==> src/rtl/spell_rambus_bridge_pkg.sv <==
// Shared definitions for the spell_rambus bridge: FSM state encoding and
// wishbone byte-lane helpers. Optional line buffer: SPELL_RAMBUS_CACHE_EN.
package spell_rambus_bridge_pkg;

  typedef enum logic [1:0] {
    ST_IDLE = 2'd0,
    ST_BUS  = 2'd1,
    ST_RESP = 2'd2
  } bridge_state_t;

  localparam int TAG_W = 6;

  // One-hot wishbone select for a byte lane
  function automatic logic [3:0] lane_sel(input logic [1:0] lane);
    return 4'b0001 << lane;
  endfunction

  // Extract the byte of a 32-bit word on the given lane
  function automatic logic [7:0] lane_byte(input logic [31:0] word, input logic [1:0] lane);
    logic [7:0] res;
    case (lane)
      2'd0:    res = word[7:0];
      2'd1:    res = word[15:8];
      2'd2:    res = word[23:16];
      2'd3:    res = word[31:24];
      default: res = word[7:0];
    endcase
    return res;
  endfunction

  // Replace one byte lane of a word, keeping the others
  function automatic logic [31:0] merge_byte(input logic [31:0] word, input logic [1:0] lane,
                                             input logic [7:0] b);
    logic [31:0] res;
    res = word;
    case (lane)
      2'd0:    res[7:0]   = b;
      2'd1:    res[15:8]  = b;
      2'd2:    res[23:16] = b;
      2'd3:    res[31:24] = b;
      default: res[7:0]   = b;
    endcase
    return res;
  endfunction

endpackage

==> src/rtl/spell_rambus_bridge_linebuf.sv <==
// One-word read line buffer (valid, 6-bit word tag, 32-bit data) for the
// spell_rambus bridge. Only present when SPELL_RAMBUS_CACHE_EN is defined.
`ifdef SPELL_RAMBUS_CACHE_EN
module spell_rambus_bridge_linebuf
  import spell_rambus_bridge_pkg::*;
(
  input  logic             clock,
  input  logic             reset_n,
  input  logic             invalidate,
  input  logic [TAG_W-1:0] lookup_tag,
  input  logic [1:0]       lookup_lane,
  output logic             hit,
  output logic [7:0]       hit_byte,
  input  logic             fill_en,
  input  logic             merge_en,
  input  logic             kill_en,
  input  logic [TAG_W-1:0] req_tag,
  input  logic [1:0]       req_lane,
  input  logic [7:0]       req_byte,
  input  logic [31:0]      fill_word
);

  logic             valid;
  logic [TAG_W-1:0] tag;
  logic [31:0]      word;
  logic             tag_match;

  assign tag_match = valid && (tag == req_tag);
  assign hit       = valid && (tag == lookup_tag);
  assign hit_byte  = lane_byte(word, lookup_lane);

  // Buffer update: invalidate beats a same-cycle fill; writes merge only on a tag match
  always_ff @(posedge clock) begin
    if (!reset_n) begin
      valid <= 1'b0;
      tag   <= '0;
      word  <= 32'h0000_0000;
    end else if (invalidate) begin
      valid <= 1'b0;
    end else if (fill_en) begin
      valid <= 1'b1;
      tag   <= req_tag;
      word  <= fill_word;
    end else if (merge_en && tag_match) begin
      word <= merge_byte(word, req_lane, req_byte);
    end else if (kill_en && tag_match) begin
      valid <= 1'b0;
    end
  end

endmodule
`endif

==> src/rtl/spell_rambus_bridge.sv <==
// Byte-wide spell memory port bridged to a 32-bit wishbone master.
// Each accepted request becomes one single-word wishbone cycle (or a line
// buffer hit) and one data_ready pulse; a stuck slave is aborted after
// TIMEOUT_CYCLES. Define SPELL_RAMBUS_CACHE_EN to include the line buffer.
module spell_rambus_bridge
  import spell_rambus_bridge_pkg::*;
#(
  parameter logic [7:0] ADDR_BASE      = 8'h00,
  parameter logic [7:0] TIMEOUT_CYCLES = 8'd255
) (
  input  logic        clock,
  input  logic        reset_n,
  input  logic        select,
  input  logic [7:0]  addr,
  input  logic [7:0]  data_in,
  input  logic        write,
  input  logic        invalidate,
  input  logic        clear_error,
  output logic [7:0]  data_out,
  output logic        data_ready,
  output logic        bus_error,
  output logic        wb_cyc_o,
  output logic        wb_stb_o,
  output logic        wb_we_o,
  output logic [3:0]  wb_sel_o,
  output logic [31:0] wb_dat_o,
  output logic [7:0]  wb_addr_o,
  input  logic        wb_ack_i,
  input  logic [31:0] wb_dat_i
);

  bridge_state_t    state;
  logic             armed;
  logic [7:0]       to_cnt;
  logic [TAG_W-1:0] req_tag;
  logic [1:0]       req_lane;
  logic [7:0]       req_byte;
  logic             req_write;
  logic             hit;
  logic [7:0]       hit_byte;
  logic             ack_seen;
  logic             timed_out;

  assign ack_seen  = (state == ST_BUS) && wb_ack_i;
  assign timed_out = (state == ST_BUS) && !wb_ack_i && (TIMEOUT_CYCLES != 8'd0) &&
                     (to_cnt == (TIMEOUT_CYCLES - 8'd1));

`ifdef SPELL_RAMBUS_CACHE_EN
  logic fill_en;
  logic merge_en;
  logic kill_en;

  assign fill_en  = ack_seen && !req_write;
  assign merge_en = ack_seen && req_write;
  assign kill_en  = timed_out && req_write;

  spell_rambus_bridge_linebuf u_linebuf (
    .clock       (clock),
    .reset_n     (reset_n),
    .invalidate  (invalidate),
    .lookup_tag  (addr[7:2]),
    .lookup_lane (addr[1:0]),
    .hit         (hit),
    .hit_byte    (hit_byte),
    .fill_en     (fill_en),
    .merge_en    (merge_en),
    .kill_en     (kill_en),
    .req_tag     (req_tag),
    .req_lane    (req_lane),
    .req_byte    (req_byte),
    .fill_word   (wb_dat_i)
  );
`else
  logic unused_nocache;

  assign hit            = 1'b0;
  assign hit_byte       = 8'h00;
  assign unused_nocache = ^{invalidate, req_tag, req_byte};
`endif

  // Request FSM with registered wishbone and response outputs
  always_ff @(posedge clock) begin
    if (!reset_n) begin
      state      <= ST_IDLE;
      armed      <= 1'b1;
      to_cnt     <= 8'd0;
      req_tag    <= '0;
      req_lane   <= 2'd0;
      req_byte   <= 8'h00;
      req_write  <= 1'b0;
      data_out   <= 8'h00;
      data_ready <= 1'b0;
      bus_error  <= 1'b0;
      wb_cyc_o   <= 1'b0;
      wb_stb_o   <= 1'b0;
      wb_we_o    <= 1'b0;
      wb_sel_o   <= 4'b0000;
      wb_dat_o   <= 32'h0000_0000;
      wb_addr_o  <= 8'h00;
    end else begin
      // a timeout below overrides a simultaneous clear
      if (clear_error) begin
        bus_error <= 1'b0;
      end
      case (state)
        ST_IDLE: begin
          data_ready <= 1'b0;
          if (!select) begin
            armed <= 1'b1;
          end else if (armed) begin
            req_tag   <= addr[7:2];
            req_lane  <= addr[1:0];
            req_byte  <= data_in;
            req_write <= write;
            if (!write && hit) begin
              data_out   <= hit_byte;
              data_ready <= 1'b1;
              state      <= ST_RESP;
            end else begin
              wb_cyc_o  <= 1'b1;
              wb_stb_o  <= 1'b1;
              wb_we_o   <= write;
              wb_sel_o  <= lane_sel(addr[1:0]);
              wb_addr_o <= ADDR_BASE + {2'b00, addr[7:2]};
              wb_dat_o  <= {4{data_in}};
              to_cnt    <= 8'd0;
              state     <= ST_BUS;
            end
          end
        end
        ST_BUS: begin
          if (wb_ack_i) begin
            wb_cyc_o   <= 1'b0;
            wb_stb_o   <= 1'b0;
            wb_we_o    <= 1'b0;
            if (!req_write) begin
              data_out <= lane_byte(wb_dat_i, req_lane);
            end
            data_ready <= 1'b1;
            state      <= ST_RESP;
          end else if (timed_out) begin
            wb_cyc_o   <= 1'b0;
            wb_stb_o   <= 1'b0;
            wb_we_o    <= 1'b0;
            data_out   <= 8'hFF;
            bus_error  <= 1'b1;
            data_ready <= 1'b1;
            state      <= ST_RESP;
          end else begin
            to_cnt <= to_cnt + 8'd1;
          end
        end
        ST_RESP: begin
          data_ready <= 1'b0;
          armed      <= 1'b0;
          state      <= ST_IDLE;
        end
        default: begin
          data_ready <= 1'b0;
          wb_cyc_o   <= 1'b0;
          wb_stb_o   <= 1'b0;
          wb_we_o    <= 1'b0;
          state      <= ST_IDLE;
        end
      endcase
    end
  end

endmodule

==> config.mk <==
export PLATFORM = sky130hd
export DESIGN_NAME = spell_rambus_bridge
export DESIGN_NICKNAME = d
export VERILOG_FILES = /design/src/rtl/spell_rambus_bridge_pkg.sv /design/src/rtl/spell_rambus_bridge_linebuf.sv /design/src/rtl/spell_rambus_bridge.sv
export SDC_FILE = /design/constraint.sdc
export NUM_CORES = 1
export LEC_CHECK = 0
export BUFFER_PORTS_ARGS = -buffer_cell sky130_fd_sc_hd__buf_4
export CORE_ASPECT_RATIO = 0.8
export CORE_MARGIN = 8
export CORE_UTILIZATION = 42
export CTS_BUF_LIST = sky130_fd_sc_hd__clkbuf_8
export DETAILED_ROUTE_END_ITERATION = 12
export GPL_TIMING_DRIVEN = 0
export PLACE_DENSITY_LB_ADDON = 0.12
export RECOVER_POWER = 100
export SLEW_MARGIN = 20
export SYNTH_ARGS = -nofsm -noshare
export SYNTH_HDL_FRONTEND = slang
export SYNTH_SLANG_ARGS = --single-unit
==> constraint.sdc <==
create_clock -name clock -period 1.8 [get_ports clock]
set_clock_uncertainty 0.2 [all_clocks]
set_input_delay 0.09 -clock clock [delete_from_list [all_inputs] [get_ports clock]]
set_output_delay 0.09 -clock clock [all_outputs]
set_load 0.01 [all_outputs]
==> flow_summary.ini <==
[placement]
place_inst = 398
pre_cts_slack_ns = -0.0394
dpl.hpwl_mm = 4.83
placed_cell_area_um2 = 3090
io_buffers = 108
gp_congestion = 0.827

[timing]
finalHoldViolCount = 0
setup_ws_ns = 0.0308
period_needed_ns = 1.77
fmax_ghz = 0.565
period_share_pct = 98.3
holdWs_ns = 0.0752
tns_ns = 0
maxSlewViolCount = 0
slew_headroom_pct = 64.5
setup_viol = 0
worst_pin_slew_ns = 0.533

[layout]
syn_to_final_growth_pct = 51.6
fin_util_pct = 66.0
stdcell_area_um2 = 3320
instances_no_fill = 429
drive_gt1_share_pct = 40.6
diodes = 0
final_common_cell = buf_4
final_cell_mix = 82 x buf_4, 43 x dfxtp_1, 38 x nand2_1, 35 x clkbuf_1, 26 x clkbuf_4
nets = 423

[synthesis]
synth_seq_cells = 44
yosysTopAreaCell = dfxtp_1
synthFlopType = dfxtp_1
synth_edf_count = 0
ys_types = 44
avgSynthCellArea_um2 = 9.66
yosys_warnings = 0
synthesis.area_um2 = 2190
async_reset_ff_share_pct = 0
netlist_instances = 227
yosysSeqAreaShare_pct = 40.2
synth_top_area_share_pct = 40.2
synthTopCellsByArea = dfxtp_1 40%, buf_4 9.2%, mux4_2 8.2%

[run]
maxCapViolCount = 0

[floorplan]
die_w_um = 96.8
floorplan.initialDensity_pct = 43.6
dieHeight_um = 80.6
die_area_um2 = 7810
rows = 23
io_pins = 112
core-area_um2 = 5040

[global_routing]
grt-busiest-layer = met2
gr-usage-met3_pct = 4.63
grt_use_met1_pct = 19.9
use_met2_pct = 26.0
grt_pass1_wl_mm = 10.2
grt_overflow = 0
track_usage_pct = 15.9
antenna_found_initial = 0
grt_pass1_vias = 1980
grt_max_degree = 14

[cts]
cts_max_path_buffers = 2
cts_buffers = 5
cts_max_level = 2
cts_root_buf = clkbuf_8
cts_tree = done
cts.clk_slew.worst_paths_ns = 0.08
clock-sinks = 44
clock_latency_ns = 0.29

[drt]
dr_total_vias = 2084
drc = 0
drt-total-wl_mm = 6.37
drt_iter0_markers = 63
detail_route.wl_per_cell_um = 14.8
ant_nets = 0
via_per_inst = 4.86
dr.pass1.iters = 4

[setup_path]
reg2regPathDepth = 6
path_common_cell = and3_4
crit_family = compound AO/OA/AOI/OAI gates
worstPathArrival_ns = 1.76
critPathKind = register to register
rr_endpoint = to_cnt[7]
cp_max_fo = 5
cp.required_ns = 1.79
worst_path_largest_cell_delay_ns = 0.35
path_cells = inv_2, ha_2, and3_4, a21bo_4, and3_4, a221o_1
cp-end-kind = register
r2r_setup_slack_ns = 0.03
cp-start-kind = register
slowest_stage = dfxtp_2
r2r-start = to_cnt[0]
cp_num_buf_inv = 1

[min_path]
hp-start = wb_dat_i[16]
whs_path_depth = 3
hold-path-endpoint = data_out[0]
min_path_type = primary input to register

[power]
peakVddDrop_v = 0.000512
power_density_nw_per_um2 = 703
p_leak_nw = 1.47
power_mw = 2.34

[status]
status = complete, no violations
-- area by class of cell --
class / instances / area [um2]
timing repair buffer: 131 / 920
multi-input combinational: 143 / 1070
buffer: 38 / 260
fill: 441 / 1710
inverter: 3 / 11.3
tap: 62 / 77.6
clock buffer: 5 / 68.8
sequential: 44 / 882
clock inverter: 3 / 38.8
-- worst register-to-register path, delay by kind of cell, from the launching register on --
| kind | cells | cell delay (ns) |
|---|---|---|
| flip-flops | 1 | 0.35 |
| adder cells (fa/ha/maj) | 1 | 0.16 |
| AO/OA/AOI/OAI | 2 | 0.54 |
| AND/OR/NAND/NOR | 2 | 0.36 |
| buffers and inverters | 1 | 0.04 |
-- sequential cells by signal, indices dropped and copies added (netlist names) --
| name | cells |
|---|---|
| armed | 1 |
| data_out | 8 |
| bus_error | 1 |
| state | 2 |
| data_ready | 1 |
| wb_stb_o | 1 |
| wb_dat_o | 8 |
| to_cnt | 8 |
| wb_sel_o | 4 |
| req_lane | 2 |
| wb_addr_o | 6 |
| req_write | 1 |
| wb_we_o | 1 |
-- kinds of logic after synthesis --
kind of cell               after synthesis  synth area share [%]
DFF                                     44                  40.2
adders and majority gates                2                  1.14
other                                    1                 0.171
muxes                                   10                  9.18
AOI/OAI and AO/OA                       49                  18.0
and+or+nand+nor                         79                  18.7
xor gates and xnor gates                 1                 0.399
buffers and inverters                   41                  12.3
-- Yosys cell counts, drive strengths merged (4+ instances only) --
cell type	instances
a21boi	21
a21oi	8
o221a	8
dfxtp	44
nor2	7
nand3	5
clkbuf	4
and3	7
nand2	39
mux4	8
nor3b	5
buf	34
nor2b	5
-- routing by layer --
layer  up-vias  wire (um)
met2        67       2980
met5         -          0
li1       1055          -
met1       956       2950
met3         6        388
met4         0         48
-- where the power goes --
part | leakage, nW | total (mW) | switching (mW) | internal, mW
Sequential | 0.360 | 1.06 | 0.0338 | 1.02
Combinational | 1.05 | 0.547 | 0.233 | 0.314
Clock | 0.0593 | 0.735 | 0.329 | 0.406
-- what timing repair did --
action                                  CTS  global route
pin swaps                                 2             3
buffers inserted                          1             3
endpoints found under the hold margin    26             0
hold buffers                             20             0
endpoints found under the setup margin   23            22
resized for setup                         3             6
-- how the worst max path moves through the flow --
stage                         start        end  slack [ns]  cells after the start
after global routing      to_cnt[3]  to_cnt[6]       -0.02                      4
after global placement    to_cnt[0]  to_cnt[7]       -0.04                      6
after CTS                 to_cnt[0]  to_cnt[7]       -0.01                      6
after detailed placement  to_cnt[0]  to_cnt[7]       -0.04                      6
after floorplan           to_cnt[0]  to_cnt[7]        0.03                      6
final                     to_cnt[0]  to_cnt[7]        0.03                      6
Note: power is estimated with default switching activity, not from simulation.
